**src/rtl/dual_port_ram_copy_engine_pkg.sv**
```systemverilog
// Shared encodings for the RAM copy/fill engine: operation modes and FSM states.
package dual_port_ram_copy_engine_pkg;

    typedef enum logic {
        MODE_COPY = 1'b0,
        MODE_FILL = 1'b1
    } mode_e;

    typedef enum logic [1:0] {
        ST_IDLE    = 2'd0,
        ST_READ    = 2'd1,
        ST_LAST_WR = 2'd2,
        ST_DONE    = 2'd3
    } state_e;

endpackage

```
**src/rtl/dual_port_ram_copy_engine.sv**
```systemverilog
// Block COPY (port A read -> port B write) / FILL (pattern -> port B) engine
// over a programmable, wrapping address range of a dual-port synchronous RAM.
module dual_port_ram_copy_engine
    import dual_port_ram_copy_engine_pkg::*;
#(
    parameter int N = 6,
    parameter int M = 8
) (
    input  logic         clk,
    input  logic         rst_n,
    input  logic         start,
    input  logic         mode,
    input  logic [N-1:0] src_addr,
    input  logic [N-1:0] dst_addr,
    input  logic [N:0]   len,
    input  logic [M-1:0] pattern,
    output logic         busy,
    output logic         done,
    output logic [N-1:0] ram_addr_a,
    output logic         ram_wr_a,
    output logic [M-1:0] ram_din_a,
    input  logic [M-1:0] ram_dout_a,
    output logic [N-1:0] ram_addr_b,
    output logic         ram_wr_b,
    output logic [M-1:0] ram_din_b
);

    // Control handshake: start is a one-cycle request honoured only in IDLE;
    // busy stays high until the final write has been issued, then done
    // pulses for exactly one cycle with busy low.
    localparam logic [N:0]   ONE_C = (N+1)'(1);
    localparam logic [N-1:0] ONE_A = N'(1);

    state_e       state_q, state_d;
    mode_e        mode_q;
    logic [N-1:0] src_q, dst_q;
    logic [N:0]   len_q, rd_cnt, wr_cnt;
    logic [M-1:0] pat_q;
    logic         rd_last;

    assign rd_last = (rd_cnt == len_q - ONE_C);

    always_ff @(posedge clk or negedge rst_n) begin
        if (!rst_n) state_q <= ST_IDLE;
        else        state_q <= state_d;
    end

    always_comb begin
        state_d = state_q;
        case (state_q)
            ST_IDLE:    if (start) state_d = (len == '0) ? ST_DONE : ST_READ;
            ST_READ:    if (rd_last) state_d = (mode_q == MODE_FILL) ? ST_DONE : ST_LAST_WR;
            ST_LAST_WR: state_d = ST_DONE;
            ST_DONE:    state_d = ST_IDLE;
            default:    state_d = ST_IDLE;
        endcase
    end

    // Port B controls are registered; COPY writes lag their read by one cycle
    // to absorb the RAM's registered read latency.
    always_ff @(posedge clk or negedge rst_n) begin
        if (!rst_n) begin
            mode_q     <= MODE_COPY;
            src_q      <= '0;
            dst_q      <= '0;
            len_q      <= '0;
            pat_q      <= '0;
            rd_cnt     <= '0;
            wr_cnt     <= '0;
            ram_addr_a <= '0;
            ram_addr_b <= '0;
            ram_wr_b   <= 1'b0;
        end else begin
            ram_wr_b <= 1'b0;
            case (state_q)
                ST_IDLE: begin
                    if (start && len != '0) begin
                        mode_q <= mode_e'(mode);
                        src_q  <= src_addr;
                        dst_q  <= dst_addr;
                        len_q  <= len;
                        pat_q  <= pattern;
                        rd_cnt <= '0;
                        wr_cnt <= '0;
                        if (mode_e'(mode) == MODE_COPY) begin
                            ram_addr_a <= src_addr;
                        end else begin
                            ram_wr_b   <= 1'b1;
                            ram_addr_b <= dst_addr;
                            wr_cnt     <= ONE_C;
                        end
                    end
                end
                ST_READ: begin
                    if (!rd_last) rd_cnt <= rd_cnt + ONE_C;
                    if (mode_q == MODE_COPY) begin
                        ram_wr_b   <= 1'b1;
                        ram_addr_b <= dst_q + wr_cnt[N-1:0];
                        wr_cnt     <= wr_cnt + ONE_C;
                        if (!rd_last) ram_addr_a <= src_q + rd_cnt[N-1:0] + ONE_A;
                    end else if (!rd_last) begin
                        ram_wr_b   <= 1'b1;
                        ram_addr_b <= dst_q + wr_cnt[N-1:0];
                        wr_cnt     <= wr_cnt + ONE_C;
                    end
                end
                default: ;
            endcase
        end
    end

    always_comb begin
        ram_din_b = '0;
        if (ram_wr_b) ram_din_b = (mode_q == MODE_COPY) ? ram_dout_a : pat_q;
    end

    assign busy      = (state_q == ST_READ) || (state_q == ST_LAST_WR);
    assign done      = (state_q == ST_DONE);
    assign ram_wr_a  = 1'b0;
    assign ram_din_a = '0;

endmodule

```
**config.mk**
```make
export PLATFORM = sky130hd
export DESIGN_NAME = dual_port_ram_copy_engine
export DESIGN_NICKNAME = d
export VERILOG_FILES = /design/src/rtl/dual_port_ram_copy_engine_pkg.sv /design/src/rtl/dual_port_ram_copy_engine.sv
export SDC_FILE = /design/constraint.sdc
export NUM_CORES = 1
export LEC_CHECK = 0
export ABC_AREA = 1
export CORE_MARGIN = 5
export CORE_UTILIZATION = 40
export DETAILED_ROUTE_END_ITERATION = 8
export GPL_TIMING_DRIVEN = 0
export SYNTH_ARGS = -nofsm -noshare
export SYNTH_HDL_FRONTEND = slang
export SYNTH_SLANG_ARGS = --single-unit
export TNS_END_PERCENT = 5
```
**constraint.sdc**
```tcl
create_clock -name clk -period 1.9 [get_ports clk]
set_input_delay 0.19 -clock clk [delete_from_list [all_inputs] [get_ports clk]]
set_output_delay 0.19 -clock clk [all_outputs]
set_load 0.005 [all_outputs]
```
# == After elaboration in Yosys (flattened, before gate mapping) ==
# Index checks and enable logic that the tools add are counted.
# classes
reduce_logical,12
n_addsub,6
n_eq_ne,12
mux,30
# op_table
cell,n
two-way mux 6 bit,8
two-way mux 7 bit,5
case mux 7 bit (2 select lines),2
case mux 6 bit (2 select lines),2
two-way mux 8 bit,2
adder 7 x 1 -> 7 bit (second input constant),2
inequality test 2 bit (second input constant),7
adder 6 bit,2
case mux 2 bit (4 select lines),1
equality test 7 bit,1
logical NOT 7 bit,1
nonzero test 7 bit,1
subtractor 7 x 1 -> 7 bit (second input constant),1
adder 6 x 1 -> 6 bit (second input constant),1
two-way mux 1 bit,6
two-way mux 2 bit,3
AND reduction 3 bit,2
AND reduction 5 bit,1
equality test 2 bit (second input constant),2
AND reduction 2 bit,2
AND reduction 4 bit,1
inequality test 3 bit (second input constant),1
equality test 2 x 1 -> 1 bit (second input constant),1
logical NOT 2 bit,1
4 further kinds,4
# totals
reg_bits,57
inputBits,39

# == Logic depth before layout (Yosys ltp) ==
# logic_depth
depth_word,5
ltp_mapped,13

# == Worst setup path after synthesis ==
# No wires, ideal clock.
# synth_path
path_type,register to register
from,register state_q[1]
to,register ram_addr_a[0]
t_required_ns,1.773
setup_slack_ns,0.165
path_stages_with_launch,10
t_arrival_ns,1.608
n_path_buf,2
path_cell_list,dfrtp_1 -> inv_1 -> ha_1 -> buf_4 -> clkinv_1 -> o21ai_4 -> nand3b_2 -> buf_6 -> nand2_1 -> o21ai_0
# synth_via
elab_chain_len,3
elab_cells_between_ends,9
cone_classes,5 x eq/ne; 1 x mux; 3 x reduce/logical
# synth_rtl
item,line,text
"start, declared",dual_port_ram_copy_engine.sv:34,"state_e state_q, state_d;"
"start signal, assigned",dual_port_ram_copy_engine.sv:45,else state_q <= state_d;
equality test 2 x 1 -> 1 bit or logical NOT 2 bit (tied branches),dual_port_ram_copy_engine.sv:75,case (state_q)
inequality test 2 bit (no source line) or nonzero test 2 bit (tied branches),--,
AND reduction 5 bit (no source line),--,
"end signal, assigned",dual_port_ram_copy_engine.sv:86,ram_addr_a <= src_addr;
"end signal, assigned",dual_port_ram_copy_engine.sv:100,if (!rd_last) ram_addr_a <= src_q + rd_cnt[N-1:0] + ONE_A;
"end, declared",dual_port_ram_copy_engine.sv:19,"output logic [N-1:0] ram_addr_a,"
# Several ways; a longest one is shown, not always the timed one.
# A chain may end at the register's enable or synchronous reset.

# == Worst setup path after layout ==
# layout_path
from,register len_q[0]
to,register wr_cnt[3]
# layout_via
elab_chain_len,4
# layout_rtl
item,line,text
"start, declared",dual_port_ram_copy_engine.sv:37,"logic [N:0] len_q, rd_cnt, wr_cnt;"
"start signal, assigned",dual_port_ram_copy_engine.sv:81,len_q <= len;
subtractor 7 x 1 -> 7 bit,dual_port_ram_copy_engine.sv:41,assign rd_last = (rd_cnt == len_q - ONE_C);
equality test 7 bit,dual_port_ram_copy_engine.sv:41,
inequality test 3 bit (no source line),--,
AND reduction 3 bit (no source line),--,
"end signal, assigned",dual_port_ram_copy_engine.sv:99,wr_cnt <= wr_cnt + ONE_C;
"end signal, assigned",dual_port_ram_copy_engine.sv:104,wr_cnt <= wr_cnt + ONE_C;
"end, declared",dual_port_ram_copy_engine.sv:37,
# Every way passes these cells.

==> out/qor.yml <==
power:
  p_int_uw: 3925
  powerDensity_mw_per_mm2: 1469
  combPwrFrac_pct: 60.1
  p_leak_uw: 0.002354
  netSwitchingFraction_pct: 43.31
  seq_power_share_pct: 30.0
  power_switching_uw: 2999
  clockPowerShare_pct: 9.9
  vdd_drop_max_v: 0.0006148
setup_path:
  path_max_fanout: 7
  cp-start-kind: "flop"
  critPathMaxStageDelay_ns: 0.39
  critPathTopFamily: "simple AND/OR/NAND/NOR gates"
  cp-end-kind: "flop"
  path_common_cell: "nand2_2"
  crit_arrival_ns: 2.10
  crit_chain: "inv_2, ha_4, inv_2, nand2_2, nand2_2, nor2_2, nand3_2, nor2_4, nand4_4, nand2_4, clkbuf_16, nand2_2, o21ai_2"
  worstSetupPathType: "flop to flop"
  path_buf_inv: 3
  required_ns: 2.14
  cpMaxStageDelayCell: "dfrtp_1"
global_route:
  grt_usage_pct: 16.42
  grt-ovfl-total: 0
  grt_first_pass_wirelength_um: 14820
  grt_pass1_vias: 3080
  grt_max_degree: 39
  antenna_found_initial: 0
sta:
  maxSlewViolCount: 0
  hold_viol: 0
  rsz0062_at_grt: "true"
  slew_headroom_pct: 65.21
  max_freq_mhz: 537.2
  fin_skew_ns: 0.009514
  whs_ns: 0.3632
  setup_viol: 0
  finalSetupTns_ns: 0
  period_share_pct: 97.98
  tightest_slew_ns: 0.5218
  min_period_ns: 1.862
synthesis:
  synth_seq_area_share_pct: 39.86
  async_flop_share_pct: 100.0
  synth_cells: 460
  netlist_area_sq_mm: 0.003516
  ys_seq_elements: 56
  synth_edf_count: 0
  ys.flop_type: "dfrtp_1"
  synth_cell_types: 35
  syn_area_per_cell_sq_um: 7.643
  ys_warn_count: 0
die:
  die_h_um: 103.8
  rows: 34
  fp.coreArea_sq_mm: 0.008636
  dieArea_sq_mm: 0.01077
  initial_utilization_pct: 40.71
  io-pin-count: 71
  dieWidth_um: 103.8
drt:
  drt-pass1-iter-count: 5
  drc: 0
  ant_nets: 0
  vias: 3209
  drt-initial-drc-count: 133
  wl_um: 9042
  via_per_inst: 4.847
  wl_per_cell_um: 13.66
place:
  hpwl_um: 6755
  routabilityCongestion: 0.8758
  portBuffers: 61
worst_hold_path:
  worstHoldPathType: "primary input to async pin"
clock_network:
  cts.path.max_buffers: 2
  cts_inserted_buffers: 5
  cts.htree.levels: 2
  clk_latency_ns: 0.31
  root_buffer: "clkbuf_8"
  clkSinkCount: 56
  cts_tree: "built"
  cts.reportedPaths.clkPinSlew_ns: 0.10
finish:
  antenna_cells: 0
  layout_commonest_cell: "nand2_1"
  area_delta_synth_final_pct: 34.09
  nets: 611
  drive_gt1_share_pct: 17.15
  filler_cell_count: 828
  most-common-layout-cells: "nand2_1 (143), clkdlybuf4s50_1 (55), dfrtp_1 (53)"
job:
  maxCapViolCount: 0
run_status:
  status: "completed"
[registers in the layout, summed over array words and instances, names as in the netlist, 2 cells and up]
name and flops:
rd_cnt 7, state_q 2, src_q 6, ram_addr_a 6
wr_cnt 6, ram_addr_b 6, len_q 7, pat_q 8
dst_q 6
[worst paths after layout]
| check | startpoint | end | slack [ns] | depth (start not counted) |
|---|---|---|---|---|
| max | len_q[0] | wr_cnt[3] | 0.04 | 13 |
| min | rst_n | pat_q[1] | 0.36 | 2 |
| max reg2reg | len_q[0] | wr_cnt[3] | 0.04 | 13 |
| min reg2reg | ram_addr_b[5] | ram_addr_b[5] | 0.48 | 2 |
| max in group asynchronous | rst_n | rd_cnt[0] | 0.96 | 3 |
| min in group clk | pattern[2] | pat_q[2] | 0.43 | 3 |
[through the flow]
stage	total power, uW	setup slack [ns]	util [%]	instance area, sq um	instances
after floorplan	4352	0.1649	-	3546	468
after global placement	5569	-1.253	49.70	4292	637
after detailed placement	5634	-0.3360	49.87	4307	638
after CTS	6453	-0.03961	51.70	4464	648
after global routing	7579	-0.08536	54.59	4715	662
final	6924	0.03835	54.59	4715	662
[kinds of logic (layout without fill, tap and decap cells)]
logic type	count (synthesis)	count (layout)	synth area share, %
AO/OA/AOI/OAI	75	75	11.74
multiplexers	3	3	0.8541
XOR/XNOR	14	14	3.488
adder cells (fa/ha/maj)	19	19	7.189
flip-flops	56	56	39.86
other	1	9	0.1067
buffers and inverters	72	158	9.537
AND/OR/NAND/NOR	220	220	27.22
[cell usage after synthesis, drive strengths merged (6+ instances only)]
cell type	number	area, sq um
xor2	9	78.83
nor2	20	92.59
nand3	24	120.1
a21oi	13	65.06
nand4	14	102.6
or2	6	37.54
clkbuf	10	37.54
dfrtp	56	1401
o21ai	57	311.5
inv	46	172.7
nand2	152	575.6
ha	17	212.7
buf	15	121.4
[final cells by class]
cell class	instances	area, sq um	area share [%]
clock buffers	7	86.33	1.831
well taps	108	135.1	2.866
plain buffers	25	193.9	4.114
clock inverters	1	7.507	0.1592
repair buffers	78	787.0	16.69
multi-input cells	340	1921	40.74
flip-flops and latches	56	1405	29.80
inverters	47	178.9	3.795
[routing by layer]
layer	track usage [%]	vias to the layer above	wire length (um)
li1	-	1649	-
met1	22.23	1516	4382
met2	27.60	38	4365
met3	2.923	6	219
met4	3.330	0	75
met5	0	-	0
[power groups by stage]
stage,logic (uW),clock network [uW],registers [uW]
floorplan,2360,0,1990
global placement,3490,0,2080
detailed placement,3550,0,2080
CTS,3670,714,2070
global route,4670,764,2140
finish,4160,686,2080
[repair_timing]
action | 4_1_cts | 5_1_grt
buffers inserted | 1 | 13
hold buffers | 1 | 0
pin swaps | 4 | 14
gates resized for setup | 20 | 43
setup endpoints to repair | 61 | 58
cloned | 0 | 1
endpoints found under the hold margin | 18 | 0
Note: power is estimated with default switching activity, not from simulation.
